### src/rtl/pack_pkg.sv
// pack_pkg
//   Shared types for the stream bank packer.
//   pack_cfg_t   : per-job configuration {words_per_bank, num_fills}
//   pack_state_e : packer control states
//   The struct field widths follow the PACK_* localparams; the top-level
//   BANK_ADDR_WIDTH / FILL_CNT_WIDTH parameters default to these and must match them.
package pack_pkg;

  localparam int PACK_BANK_ADDR_WIDTH = 8;
  localparam int PACK_FILL_CNT_WIDTH  = 16;

  typedef struct packed {
    logic [PACK_BANK_ADDR_WIDTH:0]  words_per_bank;  // one extra bit so a full bank is expressible
    logic [PACK_FILL_CNT_WIDTH-1:0] num_fills;
  } pack_cfg_t;

  typedef enum logic [1:0] {
    IDLE = 2'd0,
    FILL = 2'd1,
    SWAP = 2'd2
  } pack_state_e;

endpackage

### src/rtl/lane_packer.sv
// lane_packer
//   Collects narrow stream beats into one LANES-wide word.
//   clk, rst     : clock, async active-high reset
//   beat         : a stream word is accepted this cycle (in_dat valid)
//   flush_en     : close the current word early; unfilled lanes read as zero
//   in_dat       : stream word, stored in lane lane_cnt
//   lane_empty   : no lanes currently held
//   word_done    : combinational pulse, word is complete this cycle
//   word         : assembled word (lane 0 in LSBs), valid while word_done=1
module lane_packer
  import pack_pkg::*;
#(
  parameter int DATA_WIDTH = 16,
  parameter int LANES      = 8
) (
  input  logic                        clk,
  input  logic                        rst,
  input  logic                        beat,
  input  logic                        flush_en,
  input  logic [DATA_WIDTH-1:0]       in_dat,
  output logic                        lane_empty,
  output logic                        word_done,
  output logic [DATA_WIDTH*LANES-1:0] word
);

  localparam int CNT_W = (LANES > 1) ? $clog2(LANES) : 1;
  localparam logic [CNT_W-1:0] LAST_LANE = CNT_W'(LANES - 1);
  localparam logic [CNT_W-1:0] CNT_ONE   = CNT_W'(1);

  logic [CNT_W-1:0] lane_cnt_reg;

  assign lane_empty = (lane_cnt_reg == '0);

  // A same-cycle beat is counted before the flush, so a flush that arrives
  // with the first beat of a word still produces that (padded) word.
  assign word_done = (beat && (lane_cnt_reg == LAST_LANE)) ||
                     (flush_en && (beat || !lane_empty));

  always_ff @(posedge clk or posedge rst) begin
    if (rst) begin
      lane_cnt_reg <= '0;
    end else if (word_done) begin
      lane_cnt_reg <= '0;
    end else if (beat) begin
      lane_cnt_reg <= lane_cnt_reg + CNT_ONE;
    end
  end

  for (genvar gi = 0; gi < LANES; gi++) begin : g_lane
    localparam logic [CNT_W-1:0] IDX = CNT_W'(gi);
    logic [DATA_WIDTH-1:0] lane_reg;

    always_ff @(posedge clk or posedge rst) begin
      if (rst) begin
        lane_reg <= '0;
      end else if (beat && (lane_cnt_reg == IDX)) begin
        lane_reg <= in_dat;
      end
    end

    // Lanes beyond the fill point may hold stale data from the previous
    // word, so they are forced to zero rather than read back.
    assign word[gi*DATA_WIDTH +: DATA_WIDTH] =
      (IDX < lane_cnt_reg)                 ? lane_reg :
      (beat && (IDX == lane_cnt_reg))      ? in_dat   :
                                             '0;
  end

endmodule

### src/rtl/stream_bank_packer.sv
// stream_bank_packer
//   Packs a ready/valid word stream into LANES-wide bank words, writes them
//   into one bank of a double buffer and swaps banks using a reader credit.
//   clk, rst      : clock, async active-high reset
//   cfg_dat/vld/rdy : job configuration handshake (accepted only when idle)
//   in_dat/vld/rdy  : narrow stream handshake
//   flush         : finish the current fill early, zero padding the last word
//   bank_free     : reader released a bank (sets the single credit)
//   wen/wadr/wdata: double-buffer write port
//   switch_banks  : pulse, swap double-buffer banks
//   done          : pulse with the final switch of the job
module stream_bank_packer
  import pack_pkg::*;
#(
  parameter int DATA_WIDTH      = 16,
  parameter int LANES           = 8,
  parameter int BANK_ADDR_WIDTH = PACK_BANK_ADDR_WIDTH,
  parameter int FILL_CNT_WIDTH  = PACK_FILL_CNT_WIDTH
) (
  input  logic                        clk,
  input  logic                        rst,
  input  pack_cfg_t                   cfg_dat,
  input  logic                        cfg_vld,
  output logic                        cfg_rdy,
  input  logic [DATA_WIDTH-1:0]       in_dat,
  input  logic                        in_vld,
  output logic                        in_rdy,
  input  logic                        flush,
  input  logic                        bank_free,
  output logic                        wen,
  output logic [BANK_ADDR_WIDTH-1:0]  wadr,
  output logic [DATA_WIDTH*LANES-1:0] wdata,
  output logic                        switch_banks,
  output logic                        done
);

  localparam int WORD_W = DATA_WIDTH * LANES;
  localparam logic [BANK_ADDR_WIDTH:0]  ADDR_ONE = (BANK_ADDR_WIDTH + 1)'(1);
  localparam logic [FILL_CNT_WIDTH-1:0] FILL_ONE = FILL_CNT_WIDTH'(1);

  pack_state_e                state_reg, state_next;
  logic [BANK_ADDR_WIDTH:0]   addr_cnt_reg, addr_cnt_next;
  logic [BANK_ADDR_WIDTH:0]   wpb_reg, wpb_next;
  logic [FILL_CNT_WIDTH-1:0]  fills_left_reg, fills_left_next;
  logic                       credit_reg, credit_next, consume;
  logic                       cfg_rdy_reg, in_rdy_reg;
  logic                       wen_reg, wen_next;
  logic [BANK_ADDR_WIDTH-1:0] wadr_reg, wadr_next;
  logic [WORD_W-1:0]          wdata_reg, wdata_next;
  logic                       switch_reg, switch_next;
  logic                       done_reg, done_next;

  logic              beat, flush_en, lane_empty, word_done;
  logic [WORD_W-1:0] word;

  // in_rdy is only ever high in FILL, so these also gate flush to FILL.
  assign beat     = in_vld && in_rdy_reg;
  assign flush_en = flush && in_rdy_reg;

  lane_packer #(
    .DATA_WIDTH (DATA_WIDTH),
    .LANES      (LANES)
  ) u_lane_packer (
    .clk        (clk),
    .rst        (rst),
    .beat       (beat),
    .flush_en   (flush_en),
    .in_dat     (in_dat),
    .lane_empty (lane_empty),
    .word_done  (word_done),
    .word       (word)
  );

  always_comb begin
    state_next      = state_reg;
    addr_cnt_next   = addr_cnt_reg;
    wpb_next        = wpb_reg;
    fills_left_next = fills_left_reg;
    wen_next        = 1'b0;
    wadr_next       = wadr_reg;
    wdata_next      = wdata_reg;
    switch_next     = 1'b0;
    done_next       = 1'b0;
    consume         = 1'b0;

    case (state_reg)
      IDLE: begin
        // Jobs with a zero field are accepted and dropped.
        if (cfg_vld && cfg_rdy_reg &&
            (cfg_dat.words_per_bank != '0) && (cfg_dat.num_fills != '0)) begin
          wpb_next        = cfg_dat.words_per_bank;
          fills_left_next = cfg_dat.num_fills;
          addr_cnt_next   = '0;
          state_next      = FILL;
        end
      end

      FILL: begin
        if (word_done) begin
          wen_next      = 1'b1;
          wadr_next     = addr_cnt_reg[BANK_ADDR_WIDTH-1:0];
          wdata_next    = word;
          addr_cnt_next = addr_cnt_reg + ADDR_ONE;
          if ((addr_cnt_reg == wpb_reg - ADDR_ONE) || flush_en) begin
            state_next = SWAP;
          end
        end else if (flush_en && lane_empty && (addr_cnt_reg != '0)) begin
          // Nothing buffered but the bank has content: close it as is.
          state_next = SWAP;
        end
      end

      SWAP: begin
        if (credit_reg) begin
          consume         = 1'b1;
          switch_next     = 1'b1;
          addr_cnt_next   = '0;
          fills_left_next = fills_left_reg - FILL_ONE;
          if (fills_left_reg == FILL_ONE) begin
            done_next  = 1'b1;
            state_next = IDLE;
          end else begin
            state_next = FILL;
          end
        end
      end

      default: state_next = IDLE;
    endcase

    // A release in the same cycle as a swap leaves the credit set.
    credit_next = bank_free ? 1'b1 : (consume ? 1'b0 : credit_reg);
  end

  always_ff @(posedge clk or posedge rst) begin
    if (rst) begin
      state_reg      <= IDLE;
      addr_cnt_reg   <= '0;
      wpb_reg        <= '0;
      fills_left_reg <= '0;
      credit_reg     <= 1'b1;
      cfg_rdy_reg    <= 1'b1;
      in_rdy_reg     <= 1'b0;
      wen_reg        <= 1'b0;
      wadr_reg       <= '0;
      wdata_reg      <= '0;
      switch_reg     <= 1'b0;
      done_reg       <= 1'b0;
    end else begin
      state_reg      <= state_next;
      addr_cnt_reg   <= addr_cnt_next;
      wpb_reg        <= wpb_next;
      fills_left_reg <= fills_left_next;
      credit_reg     <= credit_next;
      cfg_rdy_reg    <= (state_next == IDLE);
      in_rdy_reg     <= (state_next == FILL);
      wen_reg        <= wen_next;
      wadr_reg       <= wadr_next;
      wdata_reg      <= wdata_next;
      switch_reg     <= switch_next;
      done_reg       <= done_next;
    end
  end

  assign cfg_rdy      = cfg_rdy_reg;
  assign in_rdy       = in_rdy_reg;
  assign wen          = wen_reg;
  assign wadr         = wadr_reg;
  assign wdata        = wdata_reg;
  assign switch_banks = switch_reg;
  assign done         = done_reg;

endmodule

### config.mk
export PLATFORM = sky130hd
export DESIGN_NAME = stream_bank_packer
export DESIGN_NICKNAME = d
export VERILOG_FILES = /design/src/rtl/pack_pkg.sv /design/src/rtl/lane_packer.sv /design/src/rtl/stream_bank_packer.sv
export SDC_FILE = /design/constraint.sdc
export NUM_CORES = 1
export LEC_CHECK = 0
export CAP_MARGIN = 40
export CORE_MARGIN = 2
export CORE_UTILIZATION = 57
export CTS_BUF_LIST = sky130_fd_sc_hd__clkbuf_8
export DETAILED_ROUTE_END_ITERATION = 7
export GPL_ROUTABILITY_DRIVEN = 0
export PLACE_DENSITY = 0.82
export SLEW_MARGIN = 20
export SYNTH_ARGS = -nofsm -noshare
export SYNTH_HDL_FRONTEND = slang
export SYNTH_HIERARCHICAL = 1
export SYNTH_SLANG_ARGS = --single-unit
### constraint.sdc
create_clock -name clk -period 8 [get_ports clk]
set_input_delay 1.6 -clock clk [delete_from_list [all_inputs] [get_ports clk]]
set_output_delay 1.6 -clock clk [all_outputs]
set_load 0.02 [all_outputs]
======== Word-level counts from Yosys, hierarchy flattened ========
Cells that the tools add are included.
word-level totals
  register bits ........................... 309
  input port bits ......................... 47
  output and inout port bits .............. 141
  word-level logic and storage cells ...... 137
cells by class
  $add $sub $neg .......................... 4
  magnitude comparators ................... 8
  eq/ne operators ......................... 22
  mux-type cells .......................... 41
  reductions and logical operators ........ 41
operators by type and width
  operator                 number
  $mux W16                 18
  $pmux W16 S2             1
  $mux W9                  3
  $pmux W9 S3              1
  $logic_and A1 B1 Y1      23
  $reduce_bool A9 Y1       2
  $eq A16 B1 Y1 const B    1
  $reduce_bool A16 Y1      1
  $sub A16 B1 Y16 const B  1
  $eq A3 B3 Y1 const A     4
  $eq A3 B3 Y1 const B     4
  $lt A3 B3 Y1 const A     4
  $mux W1                  10
  $mux W2                  5
  $add A9 B1 Y9 const B    1
  $eq A9 B9 Y1             1
  $sub A9 B1 Y9 const B    1
  $eq A2 B3 Y1 const A     2
  $eq A3 B2 Y1 const B     2
  $lt A1 B3 Y1 const A     2
  $lt A2 B3 Y1 const A     2
  $mux W3                  2
  $pmux W2 S3              1
  $reduce_bool A2 Y1       3
  other kinds (15)         21

======== Logic depth before layout (Yosys ltp) ========
Gate-level depths: netlist of run 1.
  depth in word-level cells ............... 8
  depth in mapped cells ................... 14
  depth with buffers taken out ............ 9

======== Modules after synthesis ========
Netlist of run 1, hierarchy kept.
by module, submodules not included
  module              instances  cells an instance  area an instance (µm²)  sequential area each (µm²)
  stream_bank_packer  1          596                7741.2                  4456.8
  lane_packer         1          524                6193.4                  2877.8

======== Worst setup path after synthesis of run 1 ========
Ideal clock, no wire load.
  path type ............................... input to register
  start ................................... in in_vld
  end ..................................... reg wdata_reg[4] (netlist: wdata[4])
  library setup time ...................... 0.125 ns
  data arrival time ....................... 3.645 ns
  required time ........................... 7.875 ns
  setup slack ............................. 4.230 ns
  stages on the path ...................... 10
  buffers on the path ..................... 5
  path through ............................ and2_1 -> buf_4 -> buf_2 -> buf_2 -> o21a_1 -> a21o_1 -> nand2_1 -> clkbuf_1 -> buf_1 -> mux2_2
on the way
  word-level cells in the longest chain between the ends .. 5
  elaborated cells on any way between the ends .. 9
  those cells by class .................... 2 x mux; 7 x reduce/logical
RTL lines
  element                                 RTL line                   source
  from (decl)                             stream_bank_packer.sv:26   input logic in_vld,
  $logic_and A1 B1 Y1 (*)                 stream_bank_packer.sv:57   assign beat = in_vld && in_rdy_reg;
  $logic_or A1 B1 Y1                      lane_packer.sv:37          (flush_en && (beat || !lane_empty));
  $logic_and A1 B1 Y1                     lane_packer.sv:37
  $logic_or A1 B1 Y1 (*)                  lane_packer.sv:36          assign word_done = (beat && (lane_cnt_reg == LAST_LANE)) ||
  net word_done                           stream_bank_packer.sv:53   logic beat, flush_en, lane_empty, word_done;
  $reduce_and A2 Y1 (no source line) (*)  -
  to (signal assigned)                    stream_bank_packer.sv:159  wdata_reg <= wdata_next;
  to (decl)                               stream_bank_packer.sv:49   logic [WORD_W-1:0] wdata_reg, wdata_next;
The timed path passes the listed nets; every way through them passes the cells marked *.
A chain may end at the register's enable or synchronous reset.

======== Worst setup path after layout of run 1 ========
  start ................................... in in_vld
  end ..................................... reg wdata_reg[24] (netlist: wdata[24])
on the way
  word-level cells in the longest chain between the ends .. 5
  elaborated cells on any way between the ends .. 9
  those cells by class .................... 2 x mux; 7 x reduce/logical
RTL lines
  element                                 RTL line
  $logic_and A1 B1 Y1 (*)                 stream_bank_packer.sv:57
  net beat                                stream_bank_packer.sv:53
  $logic_or A1 B1 Y1                      lane_packer.sv:37
  $logic_and A1 B1 Y1                     lane_packer.sv:37
  $logic_or A1 B1 Y1 (*)                  lane_packer.sv:36
  net word_done                           stream_bank_packer.sv:53
  $reduce_and A2 Y1 (no source line) (*)  -
Marked as above.

==> results of run 1 <==
-- routing by layer --
layer	part of all wire [%]	wire length [um]	track usage, %	vias to the layer above
li1	-	-	-	4454
met1	41	13700	34.6	4971
met2	48	16000	41.9	363
met3	7.8	2570	6.56	55
met4	2.6	854	7.94	0
met5	0	0	0	-
-- where the power goes --
| part | switching [mW] | internal (mW) |
|---|---|---|
| Sequential | 0.328 | 1.93 |
| Clock | 0.564 | 0.633 |
| Combinational | 1.10 | 1.01 |
| Total | 1.99 | 3.57 |
-- final cells by class --
class                      count  area (um^2)  area share [%]
sequential                   293         7340            43.6
inverter                      35          139           0.825
clock buffer                  56          771            4.58
timing repair buffer         203         2040            12.1
tap                          324          405            2.41
clock inverter                29          123           0.728
multi-input combinational    690         6030            35.8
-- per-stage QoR --
stage / area, um^2 / std cells / utilization, % / power [mW]
floorplan: 13900 / 1120 / - / 3.71
global placement: 15900 / 1542 / 65.7 / 4.27
detailed placement: 15900 / 1545 / 66.0 / 4.37
CTS: 16800 / 1630 / 69.7 / 5.59
global route: 16800 / 1630 / 69.7 / 5.88
finish: 16800 / 1630 / 69.7 / 5.56
-- Yosys cell counts (all sizes together), types with 6 or more instances --
cell    instances  area, um^2
a21oi           6        30.0
o211ai          7        52.6
nor3           14        75.1
buf            46         262
a21o           19         143
mux2          255        2870
ha             13         163
nor2           16        60.1
nand3          10        67.6
or2             7        43.8
and4           17         149
a22o           32         280
a32o           32         320
a211oi          6        45.0
o41ai          17         149
inv            34         128
o31ai          22         165
and3           26         163
nor4           16         115
nand2          48         180
dfrtp         291        7280
clkbuf         56         211
mux2i           6        60.1
xor2            6        52.6
nor2b           7        43.8
o21ai          41         209
and2            6        37.5
-- cells by family after synthesis --
logic type | after synthesis
compound gates | 210
xor+xnor | 11
fa+ha+maj | 14
buf+inv | 137
flops | 293
mux | 261
simple gates | 194
-- worst max-delay path by stage --
stage,from,to,slack (ns),cells past startpoint
after global placement,in_vld,wdata[88],2.98,8
after floorplan,rst,addr_cnt_reg[0],1.57,1
final,in_vld,wdata[24],3.84,8
after detailed placement,in_vld,wdata[24],3.27,8
after CTS,in_vld,wdata[63],3.85,8
after global routing,in_vld,wdata[27],3.70,8
-- critical path: stages --
cell	delay, ns
clkdlybuf4s50_1	0.45
and2_2	0.21
buf_4	0.27
o21a_1	0.20
a21o_1	0.25
nand2_8	0.54
buf_4	0.62
mux2_2	0.41
==> key figures, run 1 <==
Synth
  – Adder-cell share of the synthesized area: around 1.2%
  – Syn Area/Cell: 12.4 um^2
  – Gate Count Post-Synth: approximately 1,100
  – Net Count, Synth: 1,180
  – Main combinational cell family by area after synthesis: multiplexers
  – Top_reg_cell synth: dfrtp_1
  – Mapped cell area: 0.0139 mm^2
  – Post-synth EDFFs: 0
  – Compound-gate portion of the synthesized area: approximately an eighth
  – Warnings from Yosys: 6
  – Simple-gate share of the synthesized area: ~8.3%
  – Synth Area in XOR/XNOR: less than 1%
  – Sequential-to-total area share from yosys stat: 52.6%
  – Async SR Flop Fraction: between 90% and 100%
  – Multiplexer share of the synthesized area: about a fifth
  – Netlist cell types: 74
  – Synthesized flop and latch total: around 290

Critical path
  – RR Endpoint: wdata[24]
  – Origin of the critical flop-to-flop path: u_lane_packer/lane_cnt_reg[0]
  – Worst path required time: roughly 8.4 ns
  – CP startpoint kind: input pin
  – R2R cell count: 8
  – Worst path arrival time: 4.60 ns
  – CP endpoint kind: flop
  – Kind of critical path: in -> reg
  – R2r setup slk: around 4.3 ns
  – Crit-path max FO: 93

Route
  – 1st-iter DRT viols: ~670
  – Drt wl/cell: just over 20 um
  – Via/cell ratio: between 6 and 7
  – Router iterations before antenna repair: 5
  – Vias: between 9,000 and 10,000
  – Remaining DRCs: 0
  – Final WL: about 33,000 um
  – Antenna Nets Post-Route: 0

GRT
  – First-pass GRT wire length: 52,900 um
  – Vias in the first global route: between 9,000 and 10,000
  – Largest net degree at the start of global routing: 94
  – Initial antenna violation count: 0
  – GRT Resource Usage Total: 25.8%
  – GRT overflow: 0

Cells and area
  – Most common cell after layout, fill and taps aside: dfrtp_1
  – Max FFs per register: 128
  – Fillers: about 1,700
  – Most frequent cells in the layout: dfrtp_1 (290), mux2_2 (254), clkdlybuf4s50_1 (187)
  – Post-synthesis to final-layout area growth: 20.9%
  – ANT cells: 0
  – Nets: 1,329
  – Share of cells above drive strength 1: between 20% and 30%

CTS
  – TritonCTS clock tree: done
  – Clk buf depth: 3
  – CTS buffer count: 46
  – Worst-Skew Late Latency: ~0.56 ns
  – Resize count post-CTS: 0
  – Cts hold-fix bufs: 0
  – H-tree depth: 2
  – # Post-CTS Setup Buffers: 0
  – CTS root buffer: clkbuf_8
  – Clock transition at the registers of the reported paths: about 0.060 ns
  – CTS sink cnt: ~290

Min path
  – WHS Path Cells: 1
  – Hold Crit Class: reg -> reg
  – Hold Path Origin: u_lane_packer/g_lane[4].lane_reg[4]
  – Hold EP: u_lane_packer/g_lane[4].lane_reg[4]

Floorplanning
  – Chip width: 160 um
  – FP Rows: 57
  – I/O pin cnt: around 190
  – Chip Height: about 160 um
  – Initial Util: between 50 and 60%
  – Die outline area: between 0.02 and 0.03 mm^2
  – Total core area: 0.0242 mm^2

STA
  – Final worst path period need: 4.16 ns
  – Relative slew slack: a little over two fifths
  – Setup TNS: 0 ns
  – Hold WS: ~0.47 ns
  – Final setup violation count: 0
  – Final setup margin: ~3.8 ns
  – Slew @ Worst Pin: between 0.8 and 0.9 ns
  – Final Hold Fails: 0
  – Final number of max-transition violations: 0
  – Fmax: 240 MHz
  – Worst clock skew: 0.0181 ns
  – RSZ-0062 raised after global routing: false
  – Period Utilization, post-route: between 50% and 60%

Placed design
  – Post-DP HPWL: around 22,000 um
  – Port Buffer Count: about 190
  – Dpl ws: approximately 3.3 ns

Pwr
  – Power per Cell Area: approximately 330 mW/mm^2
  – VDD IR-drop max: approximately 0.23 mV
  – Leakage: slightly below 8 nW

Run status
  – Status: completed

Run
  – Max-cap violations: 0
(Power assumes the default switching activity.)
==> run 2: changes to the inputs <==
--- a/config.mk
+++ b/config.mk
@@ -7,11 +7,11 @@
 export LEC_CHECK = 0
 export CAP_MARGIN = 40
 export CORE_MARGIN = 2
-export CORE_UTILIZATION = 57
+export CORE_UTILIZATION = 52
 export CTS_BUF_LIST = sky130_fd_sc_hd__clkbuf_8
 export DETAILED_ROUTE_END_ITERATION = 7
 export GPL_ROUTABILITY_DRIVEN = 0
-export PLACE_DENSITY = 0.82
+export PLACE_DENSITY = 0.79
 export SLEW_MARGIN = 20
 export SYNTH_ARGS = -nofsm -noshare
 export SYNTH_HDL_FRONTEND = slang
==> constraint.sdc (replaced) <==
create_clock -name clk -period 3.56 [get_ports clk]
set_input_delay 0.712 -clock clk [delete_from_list [all_inputs] [get_ports clk]]
set_output_delay 0.712 -clock clk [all_outputs]
set_load 0.02 [all_outputs]
==> key figures, run 2 (synthesis results as in run 1) <==
Critical path
  – Crit-path max FO: 19
  – CP startpoint kind: flop
  – Crit-path slowest cell: dfrtp_2
  – Worst path arrival time: around 3.1 ns
  – Worst path required time: ~4 ns
  – CP bufs+invs: 2
  – Kind of critical path: reg -> reg
  – Crit-path cells: ha_1, buf_4, o21a_1, a21o_1, inv_1, a221o_1, or2_0, o31ai_1
  – CP endpoint kind: flop
  – CP peak stage delay: slightly above 0.6 ns
  – Top delay family on crit path: compound AO/OA/AOI/OAI gates

Cells and area
  – Fillers: 1,963
  – Most common cell after layout, fill and taps aside: dfrtp_1
  – Post-synthesis to final-layout area growth: 22.3%
  – Multi-input gate area: 0.00602 mm^2
  – Most frequent cells in the layout: dfrtp_1 (290), mux2_2 (254), clkdlybuf4s50_1 (187)
  – ANT cells: 0
  – Max FFs per register: approximately 130
  – Share of cells above drive strength 1: 28.3%
  – Nets: approximately 1,300
  – Reg area: approximately 0.0073 mm^2

GRT
  – GRT Resource Usage Total: 24.2%
  – First-pass GRT wire length: around 54,000 um
  – Met1 Usage GRT: about a third
  – Vias in the first global route: 9,820
  – Met2 Track Usage GR: ~38%
  – Grt peak-use layer: met2
  – Initial antenna violation count: 0
  – Met3 usage: around 7%
  – Largest net degree at the start of global routing: around 120
  – GRT overflow: 0

STA
  – Final setup violation count: 0
  – Final worst path period need: 2.67 ns
  – Worst clock skew: 0.0204 ns
  – Slew @ Worst Pin: between 0.8 and 0.9 ns
  – Final number of max-transition violations: 0
  – Setup TNS: 0 ns
  – RSZ-0062 raised after global routing: false
  – Period Utilization, post-route: roughly three quarters
  – Relative slew slack: a little over two fifths
  – Final Hold Fails: 0
  – Fmax: about 370 MHz

Route
  – Vias: about 9,900
  – Final WL: between 30,000 and 40,000 um
  – 1st-iter DRT viols: 828
  – Antenna Nets Post-Route: 0
  – Drt wl/cell: slightly above 20 um
  – Via/cell ratio: roughly 6.0
  – Remaining DRCs: 0
  – Router iterations before antenna repair: 7

Pwr
  – Sw Pwr: between 4 and 5 mW
  – Total Power: 12.7 mW
  – Leakage: 8.02 nW
  – Power per Cell Area: about 740 mW/mm^2
  – Internal power: just over 8 mW
  – Reg power frac: about two fifths
  – Sw frac: between 30% and 40%
  – Clk pwr share: 22.3%
  – Combinational power share: between 30% and 40%
  – VDD IR-drop max: approximately 0.47 mV

Floorplanning
  – Chip width: between 150 and 200 um
  – Initial Util: roughly 53%
  – Die outline area: between 0.02 and 0.03 mm^2
  – Chip Height: about 170 um
  – Total core area: roughly 0.026 mm^2
  – FP Rows: between 50 and 60
  – I/O pin cnt: roughly 190

CTS
  – TritonCTS clock tree: done
  – Clk buf depth: 3
  – Clock transition at the registers of the reported paths: about 0.060 ns
  – # Post-CTS Setup Buffers: 0
  – CTS buffer count: 48
  – CTS root buffer: clkbuf_8
  – H-tree depth: 2
  – Worst-Skew Late Latency: roughly 0.57 ns
  – CTS sink cnt: approximately 290
  – Cts hold-fix bufs: 0
  – Resize count post-CTS: 0

Placed design
  – Port Buffer Count: about 190
  – Post-DP HPWL: 21,500 um

Run status
  – Status: completed

Min path
  – Hold Crit Class: in -> async

Run
  – Max-cap violations: 0
==> run 2: cell type report <==
class / instances / share of cell area [%]
tap: 335 / 2.46
clock buffer: 60 / 4.85
clock inverter: 26 / 0.690
sequential: 293 / 43.1
timing repair buffer: 213 / 12.8
inverter: 35 / 0.815
multi-input combinational: 690 / 35.4
==> run 2: worst reg2reg max path, delay by kind of cell, from the launching register on <==
| family | cells | cell delay (ns) |
|---|---|---|
| AOI/OAI and AO/OA | 4 | 1.11 |
| DFF | 1 | 0.61 |
| and+or+nand+nor | 1 | 0.38 |
| buffers and inverters | 2 | 0.26 |
| adders and majority gates | 1 | 0.21 |
==> run 2: routing by layer <==
metal,vias to the layer above,routed length (um)
met5,-,0
met4,0,532
met3,45,2870
met2,335,15600
met1,5028,14600
li1,4468,-
==> run 2: through the flow <==
stage | std cells | setup slack, ns | hold slack, ns | utilization (%) | instance area [um^2]
after floorplan | 1120 | 0.530 | 0.445 | - | 13900
after global placement | 1563 | 0.581 | 0.454 | 61.2 | 16000
after global routing | 1652 | 0.706 | 0.463 | 65.0 | 17000
after detailed placement | 1564 | 0.510 | 0.462 | 61.3 | 16100
after CTS | 1650 | 0.898 | 0.453 | 64.9 | 17000
final | 1652 | 0.891 | 0.476 | 65.0 | 17000
==> run 2: path summary, 6_finish.rpt <==
path                                                           from  slack (ns)                             endpoint  depth (start not counted)
min in group clk                u_lane_packer/g_lane[4].lane_reg[2]        0.48  u_lane_packer/g_lane[4].lane_reg[2]                          1
worst max register to register        u_lane_packer/lane_cnt_reg[2]        0.89                      addr_cnt_reg[3]                          8
worst min register to register  u_lane_packer/g_lane[4].lane_reg[2]        0.48  u_lane_packer/g_lane[4].lane_reg[2]                          1
worst min-delay path                                            rst        0.48                            wdata[19]                          2
max in group asynchronous                                       rst        2.11  u_lane_packer/g_lane[6].lane_reg[7]                          3
worst max-delay path                  u_lane_packer/lane_cnt_reg[2]        0.89                      addr_cnt_reg[3]                          8
==> run 2: power by group through the flow <==
| stage | Combinational, mW | Clock, mW | Sequential, mW |
|---|---|---|---|
| floorplan | 3.07 | 0 | 5.25 |
| global placement | 4.64 | 0 | 5.06 |
| detailed placement | 4.76 | 0 | 5.11 |
| CTS | 4.78 | 2.91 | 5.05 |
| global route | 5.16 | 3.07 | 5.20 |
| finish | 4.79 | 2.83 | 5.06 |
==> run 3: changes to the inputs <==
==> constraint.sdc (replaced) <==
create_clock -name clk -period 2.2 [get_ports clk]
set_input_delay 0.44 -clock clk [delete_from_list [all_inputs] [get_ports clk]]
set_output_delay 0.44 -clock clk [all_outputs]
set_load 0.02 [all_outputs]
==> key figures, run 3 (synthesis results as in run 1) <==
Run status
  – Status: finished, violations left
  – Failing checks: negative setup slack

STA
  – Fmax: around 450 MHz
  – Slew @ Worst Pin: between 0.7 and 0.8 ns
  – Setup TNS: -0.682 ns
  – Period Utilization, post-route: 101%
  – RSZ-0062 raised after global routing: true
  – Final worst path period need: approximately 2.2 ns
  – Worst clock skew: between 0.02 and 0.025 ns
  – Final setup violation count: 52
  – Final number of max-transition violations: 0
  – Final setup margin: -0.0313 ns
  – Final Hold Fails: 0
  – Relative slew slack: between 50% and 60%

Route
  – Final WL: around 38,000 um
  – 1st-iter DRT viols: approximately 720
  – Drt wl/cell: between 20 and 25 um
  – Via/cell ratio: between 5 and 6
  – Router iterations before antenna repair: 5
  – Antenna Nets Post-Route: 0
  – Remaining DRCs: 0
  – Vias: approximately 10,000

Pwr
  – VDD IR-drop max: 0.974 mV
  – Leakage: roughly 9.0 nW
  – Power per Cell Area: around 1200 mW/mm^2
  – Total Power: about 23 mW

GRT
  – First-pass GRT wire length: 59,300 um
  – Initial antenna violation count: 0
  – GRT overflow: 0
  – Vias in the first global route: 10,800
  – Met1 Usage GRT: a little over a third
  – Largest net degree at the start of global routing: 68
  – Grt peak-use layer: met2
  – Met2 Track Usage GR: around 42%
  – Met3 usage: around 6.5%
  – GRT Resource Usage Total: 26.5%

Critical path
  – Top delay family on crit path: flip-flops
  – Crit-path slowest cell: dfrtp_1
  – Worst path required time: 2.65 ns
  – Worst path arrival time: about 2.7 ns
  – CP peak stage delay: 0.43 ns
  – Crit-path cells: ha_4, ha_4, o21a_1, a21o_1, buf_6, nand2_8, clkbuf_16, mux2_4
  – CP bufs+invs: 2
  – CP startpoint kind: flop
  – CP endpoint kind: flop
  – CP most frequent cell: ha_4
  – Kind of critical path: reg -> reg
  – Crit-path max FO: 10

CTS
  – CTS root buffer: clkbuf_8
  – CTS sink cnt: between 200 and 300
  – TritonCTS clock tree: done
  – Cts hold-fix bufs: 0
  – CTS buffer count: between 40 and 50
  – Clk buf depth: 3
  – Worst-Skew Late Latency: 0.58 ns
  – H-tree depth: 2
  – Clock transition at the registers of the reported paths: 0.06 ns

Floorplanning
  – Initial Util: between 50% and 60%
  – I/O pin cnt: 188
  – Die outline area: approximately 0.028 mm^2
  – Chip Height: between 150 and 200 um
  – Total core area: about 0.026 mm^2
  – FP Rows: slightly below 60
  – Chip width: ~170 um

Cells and area
  – Nets: about 1,400
  – Fillers: around 1,700
  – Finished Core Util: between 70% and 80%
  – Most frequent cells in the layout: dfrtp_1 (290), clkdlybuf4s50_1 (187), mux2_2 (141)
  – Most common cell after layout, fill and taps aside: dfrtp_1
  – Post-route insts no fill: around 1,800
  – Reg area: roughly 0.0073 mm^2
  – Share of cells above drive strength 1: 35.8%
  – Multi-input gate area: about 0.0066 mm^2
  – Post-synthesis to final-layout area growth: 34.5%
  – Max FFs per register: 128
  – ANT cells: 0

Placed design
  – Post-DP HPWL: roughly 25,000 um
  – Cells after DPL: about 1,600
  – Port Buffer Count: ~190
  – Dpl ws: -0.447 ns

Min path
  – Hold Crit Class: in -> async

Run
  – Max-cap violations: 0
==> run 3: cell types whose count changed in the layout (fill, tap and decap cells not counted), moves of 4 or more <==
cell,delta
mux2_4,+113
buf_4,+76
inv_1,-12
buf_6,+4
clkbuf_8,+5
mux2_2,-113
clkinv_2,+6
clkbuf_16,+4
buf_12,+8
ha_1,-4
==> run 3: final timing paths <==
check,from,end,slack [ns],cells after the start
worst min register to register,u_lane_packer/g_lane[4].lane_reg[8],u_lane_packer/g_lane[4].lane_reg[8],0.47,1
max in group asynchronous,rst,u_lane_packer/g_lane[2].lane_reg[9],1.22,3
min in group clk,bank_free,credit_reg,0.45,2
worst max register to register,u_lane_packer/lane_cnt_reg[1],wdata[27],-0.03,8
worst min-delay path,rst,addr_cnt_reg[5],0.29,2
worst max-delay path,u_lane_packer/lane_cnt_reg[1],wdata[27],-0.03,8
==> run 3: layer usage <==
layer,routed length [um],vias to the layer above
li1,-,4666
met2,18200,415
met3,3030,77
met5,0,-
met4,959,0
met1,15800,5323
==> run 3: report_power, final <==
part | leakage [nW] | internal (mW) | switching [mW] | total (mW)
combinational | 4.57 | 5.02 | 4.76 | 9.78
clock | 0.598 | 2.99 | 2.20 | 5.19
sequential | 3.87 | 7.03 | 1.22 | 8.25
total | 9.04 | 15.0 | 8.18 | 23.2
==> run 3: layout make-up <==
cell class / instances / area share, %
Tap cell: 335 / 2.24
Multi-Input combinational cell: 692 / 35.4
Sequential cell: 293 / 39.1
Inverter: 35 / 0.741
Timing Repair Buffer: 308 / 16.7
Clock inverter: 24 / 1.00
Clock buffer: 65 / 4.77
==> run 3: timing repair <==
action,in CTS,in global routing
setup buffers,2,7
endpoints found under the hold margin,0,0
gates resized for setup,12,40
gates cloned,1,6
setup endpoints to repair,136,119
pin swaps,1,9
==> run 3: worst register-to-register path, stage by stage (launching register included) <==
cell and delay (ns):
dfrtp_1 0.43, ha_4 0.19, ha_4 0.16, o21a_1 0.20, a21o_1 0.21, buf_6 0.16
nand2_8 0.20, clkbuf_16 0.25, mux2_4 0.30
==> run 3: stage by stage <==
stage | hold slack (ns) | instance area, um^2
2_1_floorplan | 0.445 | 14700
3_3_place_gp | 0.454 | 17200
3_5_place_dp | 0.462 | 17200
4_1_cts | 0.273 | 18400
5_1_grt | 0.292 | 18700
6_report | 0.287 | 18700
